`src/rtl/itrx_aib_phy_clk_mux_sel_ctl_if.sv`:
```
// Select-request and MUX/gate control bundle between the requester and the
// clock MUX select sequencer.
interface itrx_aib_phy_clk_mux_sel_ctl_if;
  logic sel_req;
  logic msel;
  logic clk_gate_en;
  logic busy;
  logic sw_done;

  modport master (
    output sel_req,
    input  msel,
    input  clk_gate_en,
    input  busy,
    input  sw_done
  );

  modport slave (
    input  sel_req,
    output msel,
    output clk_gate_en,
    output busy,
    output sw_done
  );
endinterface

```
`src/rtl/itrx_aib_phy_clk_mux_sel_ctl.sv`:
```
// Glitch-safe clock MUX select sequencer: gate off, switch select, re-enable,
// settle. Also holds a small checker for the gate-low-at-switch invariant.
module itrx_aib_phy_clk_mux_sel_ctl #(
  parameter int   SYNC_STAGES = 2,
  parameter int   CNT_W       = 8,
  parameter int   OFF_CYC     = 4,
  parameter int   SW_CYC      = 2,
  parameter int   ON_CYC      = 3,
  parameter logic RST_SEL     = 1'b0
) (
  input logic                         clk,
  input logic                         rst_n,
  itrx_aib_phy_clk_mux_sel_ctl_if.slave bus
);

  function automatic int clamp_cyc(input int v);
    return (v < 1) ? 1 : v;
  endfunction

  localparam int OFF_N = clamp_cyc(OFF_CYC);
  localparam int SW_N  = clamp_cyc(SW_CYC);
  localparam int ON_N  = clamp_cyc(ON_CYC);

  localparam logic [CNT_W-1:0] OFF_LD  = CNT_W'(OFF_N - 1);
  localparam logic [CNT_W-1:0] SW_LD   = CNT_W'(SW_N - 1);
  localparam logic [CNT_W-1:0] ON_LD   = CNT_W'(ON_N - 1);
  localparam logic [CNT_W-1:0] CNT_MAX = {CNT_W{1'b1}};
  localparam logic [CNT_W-1:0] CNT_ZERO = {CNT_W{1'b0}};

  localparam logic [2:0] ST_INIT     = 3'd0;
  localparam logic [2:0] ST_IDLE     = 3'd1;
  localparam logic [2:0] ST_GATE_OFF = 3'd2;
  localparam logic [2:0] ST_SWITCH   = 3'd3;
  localparam logic [2:0] ST_GATE_ON  = 3'd4;

  logic [SYNC_STAGES-1:0] sync_q, sync_d;
  logic [2:0]             state_q, state_d;
  logic [CNT_W-1:0]       cnt_q, cnt_d;
  logic                   msel_q, msel_d;
  logic                   gate_q, gate_d;
  logic                   busy_q, busy_d;
  logic                   sw_done_q, sw_done_d;
  logic                   sel_s;
  logic                   cnt_zero_s;

  assign sel_s      = sync_q[SYNC_STAGES-1];
  assign cnt_zero_s = (cnt_q == CNT_ZERO);

  // Synchronizer shift toward sel_s.
  always_comb begin
    sync_d = {sync_q[SYNC_STAGES-2:0], bus.sel_req};
  end

  // Sequencer next state; INIT counts up from its reset value of zero, the
  // switch phases count down from their load value and exit at zero.
  always_comb begin
    state_d   = state_q;
    cnt_d     = cnt_q;
    msel_d    = msel_q;
    gate_d    = gate_q;
    sw_done_d = 1'b0;
    case (state_q)
      ST_INIT: begin
        gate_d = 1'b0;
        if (cnt_q >= ON_LD) begin
          state_d = ST_IDLE;
          gate_d  = 1'b1;
          cnt_d   = CNT_ZERO;
        end else if (cnt_q != CNT_MAX) begin
          cnt_d = cnt_q + {{(CNT_W-1){1'b0}}, 1'b1};
        end else begin
          cnt_d = cnt_q;
        end
      end
      ST_IDLE: begin
        gate_d = 1'b1;
        if (sel_s != msel_q) begin
          state_d = ST_GATE_OFF;
          gate_d  = 1'b0;
          cnt_d   = OFF_LD;
        end else begin
          cnt_d = CNT_ZERO;
        end
      end
      ST_GATE_OFF: begin
        gate_d = 1'b0;
        if (cnt_zero_s) begin
          msel_d  = sel_s;
          state_d = ST_SWITCH;
          cnt_d   = SW_LD;
        end else begin
          cnt_d = cnt_q - {{(CNT_W-1){1'b0}}, 1'b1};
        end
      end
      ST_SWITCH: begin
        gate_d = 1'b0;
        if (cnt_zero_s) begin
          gate_d  = 1'b1;
          state_d = ST_GATE_ON;
          cnt_d   = ON_LD;
        end else begin
          cnt_d = cnt_q - {{(CNT_W-1){1'b0}}, 1'b1};
        end
      end
      ST_GATE_ON: begin
        gate_d = 1'b1;
        if (cnt_zero_s) begin
          state_d   = ST_IDLE;
          sw_done_d = 1'b1;
        end else begin
          cnt_d = cnt_q - {{(CNT_W-1){1'b0}}, 1'b1};
        end
      end
      default: begin
        state_d = ST_INIT;
        cnt_d   = CNT_ZERO;
        gate_d  = 1'b0;
        msel_d  = msel_q;
      end
    endcase
    busy_d = (state_d != ST_IDLE);
  end

  // State, counter, synchronizer and output registers.
  always_ff @(posedge clk or negedge rst_n) begin
    if (!rst_n) begin
      sync_q    <= {SYNC_STAGES{RST_SEL}};
      state_q   <= ST_INIT;
      cnt_q     <= CNT_ZERO;
      msel_q    <= RST_SEL;
      gate_q    <= 1'b0;
      busy_q    <= 1'b1;
      sw_done_q <= 1'b0;
    end else begin
      sync_q    <= sync_d;
      state_q   <= state_d;
      cnt_q     <= cnt_d;
      msel_q    <= msel_d;
      gate_q    <= gate_d;
      busy_q    <= busy_d;
      sw_done_q <= sw_done_d;
    end
  end

  assign bus.msel        = msel_q;
  assign bus.clk_gate_en = gate_q;
  assign bus.busy        = busy_q;
  assign bus.sw_done     = sw_done_q;

endmodule

```
`src/flat_wrapper.sv`:
```
// flat-port wrapper written by rule: the top's interface ports become plain ports
module itrx_aib_phy_clk_mux_sel_ctl_flat 
#(
  parameter int   SYNC_STAGES = 2,
  parameter int   CNT_W       = 8,
  parameter int   OFF_CYC     = 4,
  parameter int   SW_CYC      = 2,
  parameter int   ON_CYC      = 3,
  parameter logic RST_SEL     = 1'b0
)
  (clk, rst_n, bus_sel_req, bus_msel, bus_clk_gate_en, bus_busy, bus_sw_done);
  itrx_aib_phy_clk_mux_sel_ctl_if bus_i ();
  input logic clk;
  input logic rst_n;
  input wire logic [$bits(bus_i.sel_req)-1:0] bus_sel_req;
  output wire logic [$bits(bus_i.msel)-1:0] bus_msel;
  output wire logic [$bits(bus_i.clk_gate_en)-1:0] bus_clk_gate_en;
  output wire logic [$bits(bus_i.busy)-1:0] bus_busy;
  output wire logic [$bits(bus_i.sw_done)-1:0] bus_sw_done;
  assign bus_i.sel_req = bus_sel_req;
  assign bus_msel = bus_i.msel;
  assign bus_clk_gate_en = bus_i.clk_gate_en;
  assign bus_busy = bus_i.busy;
  assign bus_sw_done = bus_i.sw_done;
  itrx_aib_phy_clk_mux_sel_ctl #(.SYNC_STAGES(SYNC_STAGES), .CNT_W(CNT_W), .OFF_CYC(OFF_CYC), .SW_CYC(SW_CYC), .ON_CYC(ON_CYC), .RST_SEL(RST_SEL)) u_core (.clk(clk), .rst_n(rst_n), .bus(bus_i));
endmodule
```
`config.mk`:
```
export PLATFORM = sky130hd
export DESIGN_NAME = itrx_aib_phy_clk_mux_sel_ctl_flat
export DESIGN_NICKNAME = d
export VERILOG_FILES = /design/src/rtl/itrx_aib_phy_clk_mux_sel_ctl_if.sv /design/src/rtl/itrx_aib_phy_clk_mux_sel_ctl.sv /design/src/flat_wrapper.sv
export SDC_FILE = /design/constraint.sdc
export NUM_CORES = 1
export LEC_CHECK = 0
export BUFFER_PORTS_ARGS = -buffer_cell sky130_fd_sc_hd__buf_2
export CORE_AREA = 3 3 53 55
export DETAILED_ROUTE_END_ITERATION = 10
export DIE_AREA = 0 0 56 58
export PLACE_DENSITY = 0.65
export SYNTH_ARGS = -nofsm -noshare
export SYNTH_HDL_FRONTEND = slang
export SYNTH_SLANG_ARGS = --single-unit
```
`constraint.sdc`:
```
create_clock -name clk -period 3.9 [get_ports clk]
set_clock_uncertainty 0.2 [all_clocks]
set_input_delay 1.17 -clock clk [delete_from_list [all_inputs] [get_ports clk]]
set_output_delay 1.17 -clock clk [all_outputs]
set_load 0.02 [all_outputs]
```
==> results_dict.tcl, run 1 <==
set metrics [dict create \
    outcome "finished clean" \
    cts_sinks 17 \
    clk_latency_ns 0.29 \
    synth_nets 103 \
    fin_crit_ns 2.34 \
    cap_violations 0 \
    postCtsResizedCells 0 \
    die-area_mm2 0.00325 \
    antenna_cells 0 \
    maxSlewViolCount 0 \
    antenna_found_initial 0 \
    rsz0062_at_grt "false" \
    relSlewSlack 0.669 \
    portBuffers 6 \
    grt_overflow 0 \
    layout-drive-gt1-share 0.155 \
    ys_ff_latch 17 \
    routed_via_density 5.39 \
    dpl.hpwl_um 1350 \
    slowest_delay_ns 0.52 \
    cts_setup_buffers 0 \
    avgSynthCellArea_um2 9.91 \
    syn_inst 97 \
    synth_seq_area_share 0.444 \
    core_mm2 0.00243 \
    synthArstFlopShare 1.00 \
    fin_hold_ws_ns 0.177 \
    avgRoutedWirePerCell_um 13.8 \
    cp.arrival_ns 0.97 \
    clockBufferDepth 2 \
    cts_hold_buf 0 \
    crit_type "reg2out" \
    fin_crit_sh 0.600 \
    fin_util 0.426 \
    track_usage 0.130 \
    synth_flop_cell "dfrtp_1" \
    post-route-drc-count 0 \
    synth-edff-count 0 \
    slowest_stage "dfstp_2" \
    crit_family "flip-flops" \
    grt_pass1_vias 716 \
    first_iter_violations 19 \
    grt_first_pass_wirelength_um 3310 \
    p_leak_uw 0.000455 \
    die_x_um 56 \
    startpoint_type "flip-flop" \
    peakVddDrop_mv 0.424 \
    worst-path-buf-inv 1 \
    num_io_pins 7 \
    crit_fanout 1 \
    hold_violations 0 \
    clkTransAtPathRegs_ns 0.10 \
    htreeDepth 1 \
    hold_start "u_core.sync_q[0]" \
    areaGrowthSynthToFinish_pct 7.81 \
    path_cells "buf_2" \
    dr.pass1.iters 4 \
    cts_tree "done" \
    nets 110 \
    gp_congestion 0.786 \
    layout_common_cells "16 x dfrtp_1, 11 x nor2_1, 7 x a21oi_1" \
    wirelength_um 1840 \
    root_buffer "clkbuf_4" \
    worstSetupStartpoint "u_core.bus.busy" \
    layout_commonest_cell "dfrtp_1" \
    fp-row-count 18 \
    synth_cell_types 40 \
    crit_path_end_kind "output pin" \
    stdcell_count 133 \
    vias 717 \
    required_ns 2.53 \
    tightest_slew_ns 0.497 \
    r2r_start "u_core.cnt_q[0]" \
    setup-tns-final_ns 0 \
    place_inst 129 \
    grt_max_degree 18 \
    start_util 0.395 \
    setup_violations 0 \
    power_density_mw_per_mm2 820 \
    finalPower_uw 849 \
    die_y_um 58 \
    postRouteAntennaNets 0 \
    max_freq_ghz 0.428 \
    yosys_warnings 0 \
    numCtsBuffers 3 \
    worst_hold_path_type "reg2reg" \
    netlist_area_um2 961 \
]
power breakdown:
group / leakage (µW) / switching, µW / internal [µW]
sequential: 0.000212 / 91.1 / 240
combinational: 0.000225 / 239 / 187
clock: 0.0000177 / 54.6 / 38.1
total: 0.000455 / 385 / 464
synth_stat cells, types with 2 or more instances:
library cell / n / share of area
dfrtp_1: 16 / 0.42
nor2_1: 11 / 0.043
a21oi_1: 7 / 0.036
nand2_1: 6 / 0.023
nor3_1: 6 / 0.031
xor2_1: 4 / 0.036
ha_1: 3 / 0.039
o21ai_0: 3 / 0.016
xnor2_1: 3 / 0.027
a22o_1: 2 / 0.018
clkbuf_1: 2 / 0.0078
inv_1: 2 / 0.0078
nand2b_1: 2 / 0.013
nand3_1: 2 / 0.010
nand4b_1: 2 / 0.018
or3b_1: 2 / 0.018
registers in the layout, summed over array words and instances, names as in the netlist:
name	cells
u_core.cnt_q	8
u_core.state_q	3
u_core.sync_q	2
u_core.bus.busy	1
u_core.bus.clk_gate_en	1
u_core.bus.msel	1
u_core.bus.sw_done	1
worst reg2reg max path, stage by stage (launching register included):
cell and delay (ns):
dfrtp_1 0.44, inv_1 0.11, ha_1 0.18, or3b_1 0.51, nor2_8 0.23, nand3_4 0.09
mux2_4 0.32
path summary, 6_finish.rpt:
kind / endpoint / depth (start not counted) / slack, ns
worst min register to register: u_core.sync_q[1] / 0 / 0.18
worst max-delay path: bus_busy / 1 / 1.56
max in group asynchronous: u_core.bus.busy / 1 / 2.61
worst max register to register: u_core.bus.msel / 6 / 1.75
min in group asynchronous: u_core.bus.clk_gate_en / 1 / 0.58
worst min-delay path: u_core.sync_q[1] / 0 / 0.18
cell type report:
type / instances / area, µm²
repair buffers: 6 / 30.0
clock buffers: 3 / 22.5
flip-flops and latches: 17 / 427
clock inverters: 1 / 5.00
inverters: 2 / 7.51
well taps: 30 / 37.5
fillers: 247 / 1400
multi-input cells: 74 / 507
through the flow:
stage               instance area, µm²  worst slack, ns
floorplan                          961             1.91
global placement                  1010             1.82
detailed placement                1010             1.75
CTS                               1040             1.55
global route                      1040             1.52
finish                            1040             1.56
logic make-up (layout without fill, tap and decap cells):
group                    Yosys count  count (layout)  share of synthesized area
flip-flops                        17              17                      0.444
buffers and inverters              6              12                     0.0286
AND/OR/NAND/NOR                   40              40                      0.253
XOR/XNOR                           7               7                     0.0638
AO/OA/AOI/OAI                     23              23                      0.156
adder cells (fa/ha/maj)            3               3                     0.0391
multiplexers                       1               1                     0.0156
metal layers:
layer / share of wire / track usage
met1: 0.48 / 0.174
met2: 0.47 / 0.200
met3: 0.053 / 0.0490
met4: 0.0044 / 0.0305
met5: 0 / 0
Note: power is estimated with default switching activity, not from simulation.
==> run 2, diff against run 1 <==
--- a/config.mk
+++ b/config.mk
@@ -9,7 +9,7 @@
 export CORE_AREA = 3 3 53 55
 export DETAILED_ROUTE_END_ITERATION = 10
 export DIE_AREA = 0 0 56 58
-export PLACE_DENSITY = 0.65
+export PLACE_DENSITY = 0.67
 export SYNTH_ARGS = -nofsm -noshare
 export SYNTH_HDL_FRONTEND = slang
 export SYNTH_SLANG_ARGS = --single-unit
==> constraint.sdc (replaced) <==
create_clock -name clk -period 2 [get_ports clk]
set_clock_uncertainty 0.2 [all_clocks]
set_input_delay 0.6 -clock clk [delete_from_list [all_inputs] [get_ports clk]]
set_output_delay 0.6 -clock clk [all_outputs]
set_load 0.02 [all_outputs]
==> results_dict.tcl, run 2 (same netlist as run 1, synthesis figures left out) <==
set metrics [dict create \
    power_frac_seq 0.300 \
    start_util 0.395 \
    timing.rr.end "u_core.cnt_q[1]" \
    cap_violations 0 \
    grt_first_pass_wirelength_um 3690 \
    relSlewSlack 0.723 \
    slowest_delay_ns 0.44 \
    layout_commonest_cell "dfrtp_1" \
    reg2reg_depth 6 \
    portBuffers 6 \
    p_switching_uw 861 \
    r2r_start "u_core.cnt_q[1]" \
    stdcell_count 142 \
    gp_congestion 0.838 \
    dpl.hpwl_um 1510 \
    slowest_stage "or3b_4" \
    avgRoutedWirePerCell_um 15.8 \
    power_density_mw_per_mm2 1680 \
    required_ns 1.98 \
    gr-usage-met1 0.180 \
    swShare 0.452 \
    path_cells "inv_1 -> ha_2 -> or3b_4 -> or2_4 -> o21ai_2 -> nand4b_1" \
    numCtsBuffers 3 \
    fin_crit_ns 1.99 \
    antenna_cells 0 \
    cp.arrival_ns 1.96 \
    setup_violations 0 \
    grtUsageMet2 0.245 \
    hold_violations 0 \
    routed_via_density 5.65 \
    core_mm2 0.00243 \
    wirelength_um 2240 \
    place_inst 138 \
    setup-tns-final_ns 0 \
    grt_pass1_vias 808 \
    fp-row-count 18 \
    reg_top3 "u_core.cnt_q (8), u_core.state_q (3), u_core.sync_q (2)" \
    areaGrowthSynthToFinish_pct 18.1 \
    gr-max-usage-layer "met2" \
    ff2ff_setup_slack_ns 0.01 \
    clock_power_share 0.098 \
    p_comb_frac 0.601 \
    largest_register_ffs 8 \
    layout_common_cells "16 x dfrtp_1, 11 x nor2_1, 9 x buf_4, 7 x a21oi_1, 6 x buf_2" \
    htreeDepth 1 \
    antenna_found_initial 0 \
    endpoint "u_core.cnt_q[1]" \
    cts_tree "done" \
    grt_overflow 0 \
    layout-drive-gt1-share 0.295 \
    first_iter_violations 15 \
    internal_power_uw 1040 \
    fin_crit_sh 0.993 \
    worstSetupStartpoint "u_core.cnt_q[1]" \
    num_io_pins 7 \
    clockBufferDepth 2 \
    track_usage 0.145 \
    maxSlewViolCount 0 \
    dr.pass1.iters 4 \
    die_x_um 56 \
    startpoint_type "flip-flop" \
    p_leak_uw 0.000507 \
    cts_sinks 17 \
    die-area_mm2 0.00325 \
    post-route-drc-count 0 \
    clk_latency_ns 0.30 \
    tightest_slew_ns 0.412 \
    worst_hold_path_type "in2async" \
    vias 803 \
    crit_type "reg2reg" \
    crit_path_end_kind "flip-flop" \
    top_register "u_core.cnt_q" \
    crit_fanout 5 \
    outcome "finished clean" \
    peakVddDrop_mv 0.798 \
    nets 119 \
    postRouteAntennaNets 0 \
    root_buffer "clkbuf_4" \
    clkTransAtPathRegs_ns 0.10 \
    use_met3 0.0468 \
    max_freq_ghz 0.503 \
    die_y_um 58 \
    grt_max_degree 18 \
]
==> run 2: how the worst min path moves through the flow <==
| stage | endpoint | cells after the start | slack [ns] |
|---|---|---|---|
| 2_1_floorplan | u_core.bus.clk_gate_en | 0 | 0.10 |
| 3_3_place_gp | u_core.sync_q[1] | 0 | 0.13 |
| 3_5_place_dp | u_core.sync_q[1] | 0 | 0.15 |
| 4_1_cts | u_core.state_q[1] | 1 | 0.01 |
| 5_1_grt | u_core.state_q[1] | 1 | 0.01 |
| 6_report | u_core.state_q[1] | 1 | 0.006 |
==> run 2: repair_timing <==
| action | 4_1_cts | 5_1_grt |
|---|---|---|
| setup buffers | 0 | 0 |
| setup endpoints to repair | 7 | 9 |
| pin swaps | 0 | 1 |
| hold buffers | 0 | 0 |
| endpoints found under the hold margin | 0 | 0 |
| resized for setup | 1 | 8 |
==> run 2: routing by layer <==
metal	wire [µm]	vias up
li1	-	374
met1	948	393
met2	1150	32
met3	128	4
met4	20	0
met5	0	-
==> run 2: through the flow <==
stage                     worst slack [ns]  cell area [µm²]  hold WS, ns   util  total power [µW]
after global routing               -0.0352             1130       0.0119  0.467              2060
after global placement              0.0262             1080        0.135  0.442              1580
after detailed placement           -0.0363             1080        0.151  0.442              1610
final                               0.0134             1130      0.00573  0.467              1900
after CTS                           0.0349             1110       0.0102  0.455              1820
after floorplan                     0.0119              961        0.104      -              1310
==> run 2: layout make-up <==
class                      count  area (µm²)
multi-input combinational     74         538
fill                         239        1300
tap                           30        37.5
clock inverter                 1        5.00
timing repair buffer          15        97.6
inverter                       2        7.51
sequential                    17         427
clock buffer                   3        22.5
==> run 2: power by group through the flow <==
stage                     clock network, µW  registers [µW]  logic, µW
after floorplan                           0             601        705
after detailed placement                  0             569       1040
after CTS                               196             567       1060
after global placement                    0             565       1010
final                                   187             572       1150
after global routing                    213             589       1260
==> run 2: worst max-delay path: cells and delay by family, from the launching register on <==
kind,cells,cell delay (ns)
buffers and inverters,1,0.08
AO/OA/AOI/OAI,1,0.15
adder cells (fa/ha/maj),1,0.18
AND/OR/NAND/NOR,3,0.85
flip-flops,1,0.41
